<file path="config.mk">
export PLATFORM = sky130hd
export DESIGN_NAME = key_debounce_pulse
export DESIGN_NICKNAME = d
export VERILOG_FILES = /design/src/rtl/key_debounce_pulse.sv
export SDC_FILE = /design/constraint.sdc
export NUM_CORES = 1
export LEC_CHECK = 0
export ABC_CLOCK_PERIOD_IN_PS = 6800
export BUFFER_PORTS_ARGS = -buffer_cell sky130_fd_sc_hd__buf_4
export CELL_PAD_IN_SITES_DETAIL_PLACEMENT = 1
export CELL_PAD_IN_SITES_GLOBAL_PLACEMENT = 2
export CORE_ASPECT_RATIO = 1.75
export CORE_MARGIN = 1.5
export CORE_UTILIZATION = 45
export CTS_BUF_LIST = sky130_fd_sc_hd__clkbuf_4
export DETAILED_ROUTE_END_ITERATION = 10
export HOLD_SLACK_MARGIN = 0.08
export PLACE_DENSITY = 0.95
export RECOVER_POWER = 100
export SLEW_MARGIN = 20
export SYNTH_ARGS = -nofsm -noshare
export SYNTH_HDL_FRONTEND = slang
export SYNTH_SLANG_ARGS = --single-unit
export TNS_END_PERCENT = 5
</file>
<file path="constraint.sdc">
create_clock -name Clk -period 6.8 [get_ports Clk]
set_input_delay 0.34 -clock Clk [delete_from_list [all_inputs] [get_ports Clk]]
set_output_delay 0.34 -clock Clk [all_outputs]
set_load 0.01 [all_outputs]
</file>
<file path="src/rtl/key_debounce_pulse.sv">
// key_debounce_pulse: conditions one raw active-low push-button.
// A two-flop synchroniser feeds a run-length debounce counter. A small FSM
// turns the accepted level into press/release pulses and a Step pulse that
// can auto-repeat while the key is held. Every output comes from a flop, so
// no combinational path exists from KEY_N to an output.
module key_debounce_pulse #(
  parameter int STABLE_CYCLES = 1000000,
  parameter int REPEAT_EN     = 1,
  parameter int REPEAT_DELAY  = 25000000,
  parameter int REPEAT_RATE   = 5000000
) (
  input  logic Clk,
  input  logic Clr,
  input  logic KEY_N,
  output logic Pressed,
  output logic Press_pulse,
  output logic Release_pulse,
  output logic Step
);

  typedef enum logic [1:0] {
    S_RELEASED = 2'd0,
    S_HOLD     = 2'd1,
    S_REPEAT   = 2'd2
  } state_t;

  // Terminal counts. Each counter clears on its terminal count, so it never
  // wraps for any parameter value below 2^27.
  localparam logic [26:0] STABLE_LAST = 27'(STABLE_CYCLES - 1);
  localparam logic [26:0] DELAY_LAST  = 27'(REPEAT_DELAY - 1);
  localparam logic [26:0] RATE_LAST   = 27'(REPEAT_RATE - 1);

  logic        sync1;
  logic        sync2;
  logic [26:0] db_cnt;
  logic [26:0] timer;
  logic [26:0] timer_d;
  state_t      state;
  state_t      state_d;
  logic        press_d;
  logic        release_d;
  logic        step_d;

  logic key_down;
  logic level_pressed;
  logic disagree;
  logic stable_done;
  logic accept_press;
  logic accept_release;

  // Two-stage synchroniser; both stages reset to the released value (1).
  // NOTE: clocked state uses non-blocking assignments so that every flop
  // samples the pre-edge values, which makes sync2 a true second stage.
  always_ff @(posedge Clk or posedge Clr) begin
    if (Clr) begin
      sync1 <= 1'b1;
      sync2 <= 1'b1;
    end else begin
      sync1 <= KEY_N;
      sync2 <= sync1;
    end
  end

  // The debounced level is the FSM itself: anything but RELEASED is pressed.
  assign key_down       = ~sync2;
  assign level_pressed  = (state != S_RELEASED);
  assign disagree       = (key_down != level_pressed);
  assign stable_done    = disagree && (db_cnt == STABLE_LAST);
  assign accept_press   = stable_done && !level_pressed;
  assign accept_release = stable_done && level_pressed;

  // Debounce counter: counts consecutive disagreeing samples; any agreeing
  // sample, or acceptance of the new level, restarts it from zero.
  always_ff @(posedge Clk or posedge Clr) begin
    if (Clr) begin
      db_cnt <= '0;
    end else if (!disagree || stable_done) begin
      db_cnt <= '0;
    end else begin
      db_cnt <= db_cnt + 27'd1;
    end
  end

  // Next-state, repeat-timer and pulse decode.
  // NOTE: every variable gets a default before the case so that no path
  // leaves one unassigned, which would otherwise infer a latch.
  always_comb begin
    state_d   = state;
    timer_d   = timer;
    press_d   = 1'b0;
    release_d = 1'b0;
    step_d    = 1'b0;
    case (state)
      S_RELEASED: begin
        timer_d = '0;
        if (accept_press) begin
          state_d = S_HOLD;
          press_d = 1'b1;
          step_d  = 1'b1;
        end
      end
      S_HOLD: begin
        if (accept_release) begin
          state_d   = S_RELEASED;
          release_d = 1'b1;
          timer_d   = '0;
        end else if (timer == DELAY_LAST) begin
          // Without auto-repeat the timer parks here until release.
          if (REPEAT_EN != 0) begin
            state_d = S_REPEAT;
            step_d  = 1'b1;
            timer_d = '0;
          end
        end else begin
          timer_d = timer + 27'd1;
        end
      end
      S_REPEAT: begin
        // A release accepted on a repeat boundary wins; no Step that cycle.
        if (accept_release) begin
          state_d   = S_RELEASED;
          release_d = 1'b1;
          timer_d   = '0;
        end else if (timer == RATE_LAST) begin
          step_d  = 1'b1;
          timer_d = '0;
        end else begin
          timer_d = timer + 27'd1;
        end
      end
      default: begin
        state_d = S_RELEASED;
        timer_d = '0;
      end
    endcase
  end

  // State, timer and registered outputs.
  // NOTE: the asynchronous reset clears outputs immediately, so no pulse
  // can appear while Clr is asserted.
  always_ff @(posedge Clk or posedge Clr) begin
    if (Clr) begin
      state         <= S_RELEASED;
      timer         <= '0;
      Pressed       <= 1'b0;
      Press_pulse   <= 1'b0;
      Release_pulse <= 1'b0;
      Step          <= 1'b0;
    end else begin
      state         <= state_d;
      timer         <= timer_d;
      Pressed       <= (state_d != S_RELEASED);
      Press_pulse   <= press_d;
      Release_pulse <= release_d;
      Step          <= step_d;
    end
  end

endmodule

</file>
[Word level (Yosys, flattened, before mapping)]
Index checks and enable logic that the tools add are counted.
Storage, ports and cells
  output and inout port bits: 4
  register bits: 62
  input port bits: 3
  logic and storage cells: 48
Cells by class
  equality and inequality tests: 6
  $add $sub $neg: 2
  reductions and logical operators: 10
  bitwise logic cells: 1
  muxes and demuxes: 20
Operators with widths (number)
  $mux W27: 5
  $add A27 B1 Y27 const B: 2
  $pmux W27 S2: 1
  $eq A27 B20 Y1 const B: 1
  $eq A27 B23 Y1 const B: 1
  $eq A27 B25 Y1 const B: 1
  $mux W1: 8
  $mux W2: 4
  $pmux W2 S3: 1
  $reduce_bool A2 Y1: 2
  $logic_and A1 B1 Y1: 3
  $pmux W1 S3: 1
  $eq A2 B1 Y1 const B: 1
  $eq A2 B2 Y1 const B: 1
  $logic_not A1 Y1: 2
  $logic_not A2 Y1: 1
  $reduce_or A2 Y1: 1
  $logic_or A1 B1 Y1: 1
  $ne A1 B1 Y1: 1
  $not A1 Y1: 1

[Logic depth before layout (Yosys ltp)]
Gate-level depths: netlist of the first run.
  depth in word-level cells: 7
  gate-level depth with buffers: 8
  mapped depth without buffers: 6

[Least setup slack after synthesis of the first run]
Ideal clock, no wire load.
  path kind: register to register
  start point: register timer[23]
  end point: register timer[14]
  stages on the path, launching flop included: 8
  required time: 6.681 ns
  buffers on the path: 2
  arrival time: 2.099 ns
  path slack: 4.583 ns
  cells stage by stage: dfrtp_1 or4b_1 or4_4 o31ai_1 a211o_1 buf_4 buf_4 nor2_1
On the way
  word-level cells in the longest chain between the ends: 4
  elaborated cells between the ends (all ways): 7
  classes of those cells: 2 x eq/ne; 5 x mux
RTL lines
  start: declaration: RTL line 36  | logic [26:0] timer;
  start signal: assignment: RTL line 151  | timer <= timer_d;
  $eq A27 B23 Y1 or $eq A27 B25 Y1 (tied branches): RTL line 124, 107
  $mux W27 (on tied branches): RTL line 124, 107
  $mux W27 (on tied branches): RTL line 120, 103
  $pmux W27 S2 *: RTL line 93  | case (state)
  named net timer_d[14]: RTL line 37  | logic [26:0] timer_d;
The timed path passes the listed nets; every way through them passes the cells marked *.

==> results of run 1 <==
-- power groups by stage --
stage	clock, mW	sequential (mW)	combinational, mW
2_1_floorplan	0	0.380	0.0101
3_3_place_gp	0	0.380	0.0149
3_5_place_dp	0	0.380	0.0153
4_1_cts	0.294	0.373	0.0157
5_1_grt	0.308	0.374	0.0167
6_report	0.283	0.373	0.0143
-- final timing paths --
kind                                            from                   end  slack [ns]  cells past startpoint
worst min register to register       sync1$_DFF_PP1_       sync2$_DFF_PP1_        0.36                      0
worst min-delay path                 sync1$_DFF_PP1_       sync2$_DFF_PP1_        0.36                      0
worst max register to register  db_cnt[11]$_DFF_PP0_  db_cnt[14]$_DFF_PP0_        3.85                      5
max in group Clk                db_cnt[11]$_DFF_PP0_  db_cnt[14]$_DFF_PP0_        3.85                      5
min in group asynchronous                        Clr   timer[21]$_DFF_PP0_        1.18                      3
worst max-delay path                             Clr    state[1]$_DFF_PP0_        3.72                      3
-- layer usage --
metal	global-route usage	share of wire	wire length (um)	vias up
met5	0	0	0	-
met4	0.113	0.019	136	0
met3	0.0383	0.015	107	10
met2	0.401	0.58	4190	19
met1	0.231	0.39	2790	1254
li1	-	-	-	1176
-- state kept, by name, indices dropped and copies added (netlist names) --
signal	flops
Press_pulse	1
state	2
Pressed	1
timer	27
sync2	1
db_cnt	27
Release_pulse	1
Step	1
sync1	1
-- area by class of cell --
class | instances | area [um2]
fill | 805 | 3420
sequential | 62 | 1550
multi-input combinational | 250 | 1530
tap | 84 | 105
clock inverter | 6 | 76.3
clock buffer | 10 | 75.1
timing repair buffer | 10 | 55.1
inverter | 11 | 41.3
-- cell families after synthesis --
logic type      count (synthesis)  share of synthesized area
fa+ha+maj                       6                     0.0236
compound gates                 22                     0.0436
simple gates                  176                      0.290
flops                          62                      0.488
buf+inv                        21                     0.0283
xor+xnor                       46                      0.126
-- per-stage QoR --
step | area (um2) | setup WS, ns | utilization
after floorplan | 3190 | 4.58 | -
after global placement | 3310 | 4.01 | 0.483
after detailed placement | 3310 | 3.98 | 0.483
after CTS | 3470 | 3.95 | 0.506
after global routing | 3440 | 3.14 | 0.502
final | 3440 | 3.72 | 0.502
-- what timing repair did --
item | 4_1_cts | 5_1_grt
hold buffers | 1 | 0
hold endpoints to repair | 1 | 0
resized for setup | 0 | 0
-- worst reg2reg max path: stages, from the launching register on --
cell,delay [ns]
dfrtp_1,0.45
nor4_1,0.39
nand4_1,0.25
o31ai_1,0.81
clkbuf_1,0.77
nor2b_1,0.13
-- cells in the final DEF, fill, tap and decap left out, drive strengths merged, types with 3 or more instances in the layout --
cell    instances
clkinv          4
or4b            3
nand4          10
clkbuf         18
nor2b           3
or3             5
o21ai           7
and3            9
xnor2          27
inv            11
or4             7
nor4           10
and2            4
nand2          20
nand3          22
a21oi           8
ha              6
dfrtp          60
nor2           59
and4            7
xor2           19
nor3           11
==> impl_metrics.py, run 1 <==
metrics = {
    "yosys": {
        "syn-cell-area_mm2": 0.00319,
        "synthCells": 333,
        "ys_dominant_reg_cell": "dfrtp_1",
        "synthTopCellsByArea": "dfrtp_1 (47%), xnor2_1 (7.4%), nor2_1 (7.0%), xor2_1 (5.2%), nand3_1 (3.3%)",
        "ys_async_sr_fraction": 1.00,
        "synth-seq-cells": 62,
        "avgSynthCellArea_um2": 9.57,
        "synth_nets": 342,
        "synth-edff-count": 0,
        "yosysWarnings": 0,
        "synth_top_area_share": 0.471,
        "synthTopCellsByCount": "dfrtp_1 (60), nor2_1 (59), xnor2_1 (27)",
        "synth_area_leader_cell": "dfrtp_1",
        "yosysSeqAreaShare": 0.488,
        "synth.distinct_cells": 41,
        "synth_most_common_cell": "dfrtp_1",
    },
    "status": {
        "violations": "max-capacitance violations, max-slew violations",
        "outcome": "complete, but fails checks",
    },
    "clock_network": {
        "htree_levels": 3,
        "clk_pin_slew_worst_paths_ns": 0.08,
        "clock_latency_ns": 0.43,
        "cts_setup_buffers": 0,
        "clockBufferDepth": 2,
        "cts.sinks": 62,
        "cts_root_buf": "clkbuf_4",
        "numCtsBuffers": 9,
        "cts_tree": "done",
    },
    "power": {
        "p_per_area_mw_per_mm2": 195,
        "p_switching_uw": 147,
        "power_leakage_nw": 1.35,
        "combPwrFrac": 0.021,
        "clkPwrFrac": 0.422,
        "power_uw": 671,
        "peakVddDrop_uv": 143,
        "p_int_uw": 523,
        "seq_power_share": 0.556,
        "swShare": 0.220,
    },
    "layout": {
        "final_cells": 433,
        "antennaDiodeCount": 0,
        "drive_gt1_frac": 0.0659,
        "syn2layout_area_growth_pct": 7.97,
        "nets": 353,
    },
    "placement": {
        "portBuffers": 6,
        "dp.cells": 415,
        "place_congestion": 0.849,
        "dp_hpwl_mm": 5.16,
    },
    "critical_path": {
        "crit_slowest_cell": "clkbuf_1",
        "critPathMaxStageDelay_ns": 2.34,
        "end_kind": "asynchronous set/reset pin",
        "crit_fanout": 62,
        "path_cells": "clkbuf_4 > inv_1 > clkbuf_1",
        "start_kind": "input pin",
        "arrival_ns": 2.87,
        "worstSetupPathType": "input pin to asynchronous set/reset pin",
        "critPathRequiredTime_ns": 6.59,
        "cpLargestDelayFamily": "buffers and inverters",
        "cp_num_buf_inv": 3,
    },
    "timing": {
        "max_slew_margin": -1.22,
        "rsz0062_at_grt": "false",
        "hold_viol_final": 0,
        "skew_ns": 0.0166,
        "fmax_mhz": 324,
        "fin_crit_ns": 3.08,
        "hold_slack_ns": 0.361,
        "slew_violations": 63,
        "worstMarginPinSlew_ns": 3.34,
        "timing.setup.tns_ns": 0,
        "setup_violations": 0,
        "finalCritPeriodShare": 0.453,
    },
    "detailed_routing": {
        "drt_iter0_markers": 114,
        "routed_wl_mm": 7.22,
        "ant_nets": 0,
        "post_drt_wl_per_cell_um": 16.7,
        "viasPerCell": 5.68,
        "drc": 0,
        "vias": 2459,
        "dr.pass1.iters": 4,
    },
    "grt": {
        "grt_pass1_wl_mm": 12.4,
        "antenna_found_initial": 0,
        "grt_max_degree": 63,
        "grt_usage": 0.219,
        "first_global_vias": 2609,
        "grt_overflow": 0,
    },
    "die": {
        "coreArea_mm2": 0.00686,
        "fp.dieH_um": 114,
        "rows": 40,
        "fp.dieW_um": 66.6,
        "top_level_ports": 7,
        "dieArea_mm2": 0.00761,
        "start_util": 0.465,
    },
    "flow_run": {
        "drv_cap": 1,
    },
    "worst_hold_path": {
        "min_path_type": "flip-flop to flip-flop",
    },
}
Power figures use the tool's default switching activity.
==> run 2: changes to the inputs <==
- ABC_CLOCK_PERIOD_IN_PS: 6800 -> 3200
- CORE_UTILIZATION: 45 -> 42
- PLACE_DENSITY: 0.95 -> 0.92
- clock period: 6.8 -> 3.2 ns (I/O delays scaled with it)
==> run 2 against run 1 <==
The run still ends with max-capacitance violations, max-slew violations left. Clock power up 120%. Routed wire length up 1.7%. Combinational power up 130%. Global-route usage down 1.2 points. Critical path depth up 3. Sequential cell count unchanged. Largest cell class unchanged.
==> impl_metrics.py, run 2 (synthesis gave the netlist of run 1 again) <==
metrics = {
    "clock_network": {
        "clockBufferDepth": 2,
        "cts_setup_buffers": 0,
        "cts_tree": "done",
        "numCtsBuffers": 9,
        "htree_levels": 3,
        "ctsResizeCount": 0,
        "clk_pin_slew_worst_paths_ns": 0.10,
        "cts.sinks": 62,
        "clock_latency_ns": 0.43,
        "cts_root_buf": "clkbuf_4",
    },
    "grt": {
        "antenna_found_initial": 0,
        "first_global_vias": 2663,
        "grt_pass1_wl_mm": 12.5,
        "grt_overflow": 0,
        "grt_usage": 0.207,
        "grt_max_degree": 47,
    },
    "status": {
        "outcome": "complete, but fails checks",
        "violations": "max-capacitance violations, max-slew violations",
    },
    "critical_path": {
        "crit_slowest_cell": "or4b_1",
        "end_kind": "flip-flop",
        "critPathRequiredTime_ns": 3.49,
        "worstSetupPathType": "flip-flop to flip-flop",
        "arrival_ns": 3.00,
        "path_cells": "or4b_1 > or4_1 > o21ai_0 > a211o_1 > clkbuf_2 > nor2_1",
        "critPathMaxStageDelay_ns": 0.54,
        "start_kind": "flip-flop",
        "crit_fanout": 27,
    },
    "timing": {
        "timing.setup.tns_ns": 0,
        "setup_violations": 0,
        "slew_violations": 47,
        "max_slew_margin": -0.176,
        "skew_ns": 0.0155,
        "rsz0062_at_grt": "false",
        "hold_viol_final": 0,
        "finalCritPeriodShare": 0.847,
        "worstMarginPinSlew_ns": 1.76,
        "hold_slack_ns": 0.371,
        "fmax_mhz": 369,
        "fin_crit_ns": 2.71,
    },
    "detailed_routing": {
        "viasPerCell": 5.61,
        "drc": 0,
        "routed_wl_mm": 7.35,
        "drt_iter0_markers": 70,
        "dr.pass1.iters": 4,
        "ant_nets": 0,
        "post_drt_wl_per_cell_um": 16.8,
        "vias": 2458,
    },
    "layout": {
        "antennaDiodeCount": 0,
        "layout_common_cells": "dfrtp_1 (60), nor2_1 (59), xnor2_1 (27)",
        "final_common_cell": "dfrtp_1",
        "final_cells": 438,
        "nets": 356,
        "drive_gt1_frac": 0.0767,
        "reg.largest.list": "db_cnt x27, timer x27, state x2",
        "syn2layout_area_growth_pct": 9.35,
    },
    "placement": {
        "dp.cells": 420,
        "dp_hpwl_mm": 5.35,
        "place_congestion": 0.777,
        "portBuffers": 6,
    },
    "power": {
        "power_leakage_nw": 1.37,
        "p_per_area_mw_per_mm2": 413,
        "peakVddDrop_uv": 327,
    },
    "die": {
        "coreArea_mm2": 0.00728,
        "fp.dieW_um": 68.8,
        "start_util": 0.437,
        "top_level_ports": 7,
        "dieArea_mm2": 0.00814,
        "rows": 41,
        "fp.dieH_um": 118,
    },
    "flow_run": {
        "drv_cap": 1,
    },
    "worst_hold_path": {
        "min_path_type": "flip-flop to flip-flop",
    },
}
-- run 2: per-layer routing --
metal  vias up  global-route usage  share of wire
li1       1189                   -              -
met1      1233               0.215           0.39
met2        19               0.370           0.57
met3        17              0.0561          0.019
met4         0              0.0870          0.028
met5         -                   0              0
-- run 2: final timing paths --
kind	cells after the start	startpoint	to	slack (ns)
worst min register to register	0	sync1$_DFF_PP1_	sync2$_DFF_PP1_	0.37
min in group asynchronous	3	Clr	db_cnt[2]$_DFF_PP0_	0.84
worst min-delay path	0	sync1$_DFF_PP1_	sync2$_DFF_PP1_	0.37
worst max register to register	6	timer[23]$_DFF_PP0_	timer[5]$_DFF_PP0_	0.49
worst max-delay path	6	timer[23]$_DFF_PP0_	timer[5]$_DFF_PP0_	0.49
max in group asynchronous	4	Clr	timer[8]$_DFF_PP0_	0.78
-- run 2: per-stage QoR --
stage | area (um2) | power (mW) | utilization | worst slack, ns
6_report | 3480 | 1.44 | 0.478 | 0.491
5_1_grt | 3480 | 1.51 | 0.478 | 0.308
4_1_cts | 3510 | 1.47 | 0.482 | 0.724
3_5_place_dp | 3340 | 0.842 | 0.458 | 0.730
3_3_place_gp | 3340 | 0.840 | 0.458 | 0.818
2_1_floorplan | 3190 | 0.828 | - | 0.983
-- run 2: area by class of cell --
class,count,area [um2]
clock buffers,11,82.6
clock inverters,5,73.8
fillers,884,3800
inverters,11,41.3
multi-input cells,250,1550
flip-flops and latches,62,1550
well taps,86,108
repair buffers,13,77.6
-- run 2: timing repair --
| action | in CTS | in global routing |
|---|---|---|
| hold buffers | 2 | 0 |
| setup endpoints to repair | 0 | 0 |
| endpoints found under the hold margin | 45 | 0 |
-- run 2: power breakdown --
part / leakage (nW) / switching, mW / internal, mW
registers: 0.857 / 0.00503 / 0.788
logic: 0.425 / 0.0245 / 0.00820
clock network: 0.0883 / 0.284 / 0.330
total: 1.37 / 0.313 / 1.13
-- run 2: critical path, delay by kind of cell, from the launching register on --
family                 cells  cell delay, ns
buffers and inverters      1            0.47
AOI/OAI and AO/OA          2            0.48
and+or+nand+nor            3            1.20
DFF                        1            0.43
==> run 3: changes to the inputs <==
- ABC_CLOCK_PERIOD_IN_PS: 3200 -> 2190
- CORE_UTILIZATION: 42 -> 38
- PLACE_DENSITY: 0.92 -> 0.88
- clock period: 3.2 -> 2.19 ns (I/O delays scaled with it)
==> run 3 against run 2 <==
The flow now finishes without violations. Sequential power grew 46%. Worst hold slack lost 0.040 ns. Final cell count grew 7.5%. Via count grew 4.3%. Register-to-register slack lost 0.48 ns. Critical path type unchanged.
==> impl_metrics.py, run 3 (synthesis gave the netlist of run 1 again) <==
metrics = {
    "status": {
        "outcome": "finished clean",
    },
    "grt": {
        "grt_pass1_wl_mm": 13.2,
        "grt_usage": 0.197,
        "grt_max_degree": 38,
        "grt_overflow": 0,
        "antenna_found_initial": 0,
        "first_global_vias": 2827,
    },
    "power": {
        "swShare": 0.252,
        "p_switching_uw": 471,
        "p_per_area_mw_per_mm2": 505,
        "p_int_mw": 1.40,
        "power_mw": 1.87,
        "seq_power_share": 0.621,
        "peakVddDrop_uv": 271,
        "clkPwrFrac": 0.354,
        "power_leakage_nw": 1.51,
        "combPwrFrac": 0.026,
    },
    "die": {
        "coreArea_mm2": 0.00820,
        "dieArea_mm2": 0.00896,
        "rows": 44,
        "fp.dieW_um": 72.2,
        "start_util": 0.388,
        "fp.dieH_um": 124,
        "top_level_ports": 7,
    },
    "placement": {
        "dp_hpwl_mm": 5.73,
        "post-place-ws_ns": -0.0550,
        "placed_area_mm2": 0.00358,
        "place_congestion": 0.804,
        "portBuffers": 6,
    },
    "clock_network": {
        "clock_latency_ns": 0.43,
        "cts_setup_buffers": 0,
        "numCtsBuffers": 9,
        "htree_levels": 3,
        "clk_pin_slew_worst_paths_ns": 0.10,
        "cts_tree": "done",
        "clockBufferDepth": 2,
        "cts.sinks": 62,
        "cts_root_buf": "clkbuf_4",
    },
    "detailed_routing": {
        "dr.pass1.iters": 4,
        "vias": 2563,
        "routed_wl_mm": 7.72,
        "drc": 0,
        "post_drt_wl_per_cell_um": 16.4,
        "viasPerCell": 5.44,
        "ant_nets": 0,
        "drt_iter0_markers": 81,
    },
    "critical_path": {
        "critPathRequiredTime_ns": 2.56,
        "end_kind": "flip-flop",
        "arrival_ns": 2.55,
        "reg2reg_from": "timer[23]$_DFF_PP0_",
        "critPathLaunch": "timer[23]$_DFF_PP0_",
        "worstSetupPathType": "flip-flop to flip-flop",
        "crit_fanout": 4,
        "start_kind": "flip-flop",
    },
    "layout": {
        "regArea_mm2": 0.00155,
        "final_common_cell": "dfrtp_1",
        "drive_gt1_frac": 0.164,
        "reg.largest.list": "db_cnt x27, timer x27, state x2",
        "fillers": 968,
        "fin_area_mm2": 0.00370,
        "multi_input_area_mm2": 0.00159,
        "syn2layout_area_growth_pct": 16.1,
        "layout_common_cells": "dfrtp_1 (60), nor2_1 (59), xnor2_1 (27), buf_4 (27), nand3_1 (21)",
        "antennaDiodeCount": 0,
        "nets": 383,
    },
    "worst_hold_path": {
        "min_path_type": "input pin to flip-flop",
        "hp-start": "KEY_N",
    },
    "timing": {
        "hold_slack_ns": 0.331,
        "setup_violations": 0,
        "worstMarginPinSlew_ns": 0.997,
        "fin_crit_ns": 2.17,
        "timing.setup.tns_ns": 0,
        "skew_ns": 0.00820,
        "slew_violations": 0,
        "finalCritPeriodShare": 0.993,
        "fmax_mhz": 460,
        "fin_ws_ns": 0.0154,
        "max_slew_margin": 0.335,
        "hold_viol_final": 0,
        "rsz0062_at_grt": "true",
    },
    "flow_run": {
        "drv_cap": 0,
    },
}
==> run 3: final timing paths <==
path	slack, ns	end	cells past startpoint
worst max-delay path	0.02	Step$_DFF_PP0_	5
worst min-delay path	0.33	sync1$_DFF_PP1_	2
worst max register to register	0.02	Step$_DFF_PP0_	5
worst min register to register	0.36	sync2$_DFF_PP1_	0
max in group asynchronous	0.34	timer[17]$_DFF_PP0_	4
min in group asynchronous	0.46	timer[9]$_DFF_PP0_	3
==> run 3: per-stage QoR <==
step,std cells,utilization
CTS,471,0.454
floorplan,333,-
global placement,453,0.437
detailed placement,453,0.437
finish,471,0.451
global route,471,0.451
==> run 3: repair_timing <==
action / 4_1_cts / 5_1_grt
resized for setup: 4 / 3
setup endpoints to repair: 29 / 31
hold buffers: 2 / 0
pin swaps: 1 / 4
endpoints found under the hold margin: 24 / 0
==> run 3: power by group through the flow <==
stage	combinational (mW)	clock [mW]	sequential [mW]
finish	0.0477	0.661	1.16
global route	0.0564	0.741	1.16
CTS	0.0588	0.694	1.16
detailed placement	0.0558	0	1.18
global placement	0.0543	0	1.18
floorplan	0.0315	0	1.18
==> run 3: worst max-delay path, cell delays in order, from the launching register on <==
cell and delay [ns]:
dfrtp_1 0.39, or4b_1 0.51, or4_4 0.45, or4_4 0.50, a21oi_2 0.16, o21ba_1 0.12
==> run 3: metal layers <==
metal	routed length [um]	part of all wire	vias up	track usage
li1	-	-	1238	-
met1	2830	0.37	1291	0.194
met2	4500	0.58	19	0.372
met3	164	0.021	15	0.0518
met4	230	0.030	0	0.0955
met5	0	0	-	0
==> run 3: final cells by class <==
| class | instances | share of cell area |
|---|---|---|
| clock inverter | 6 | 0.00778 |
| multi-input combinational | 250 | 0.430 |
| sequential | 62 | 0.420 |
| clock buffer | 10 | 0.0203 |
| inverter | 11 | 0.0112 |
| timing repair buffer | 40 | 0.0792 |
| tap | 92 | 0.0311 |
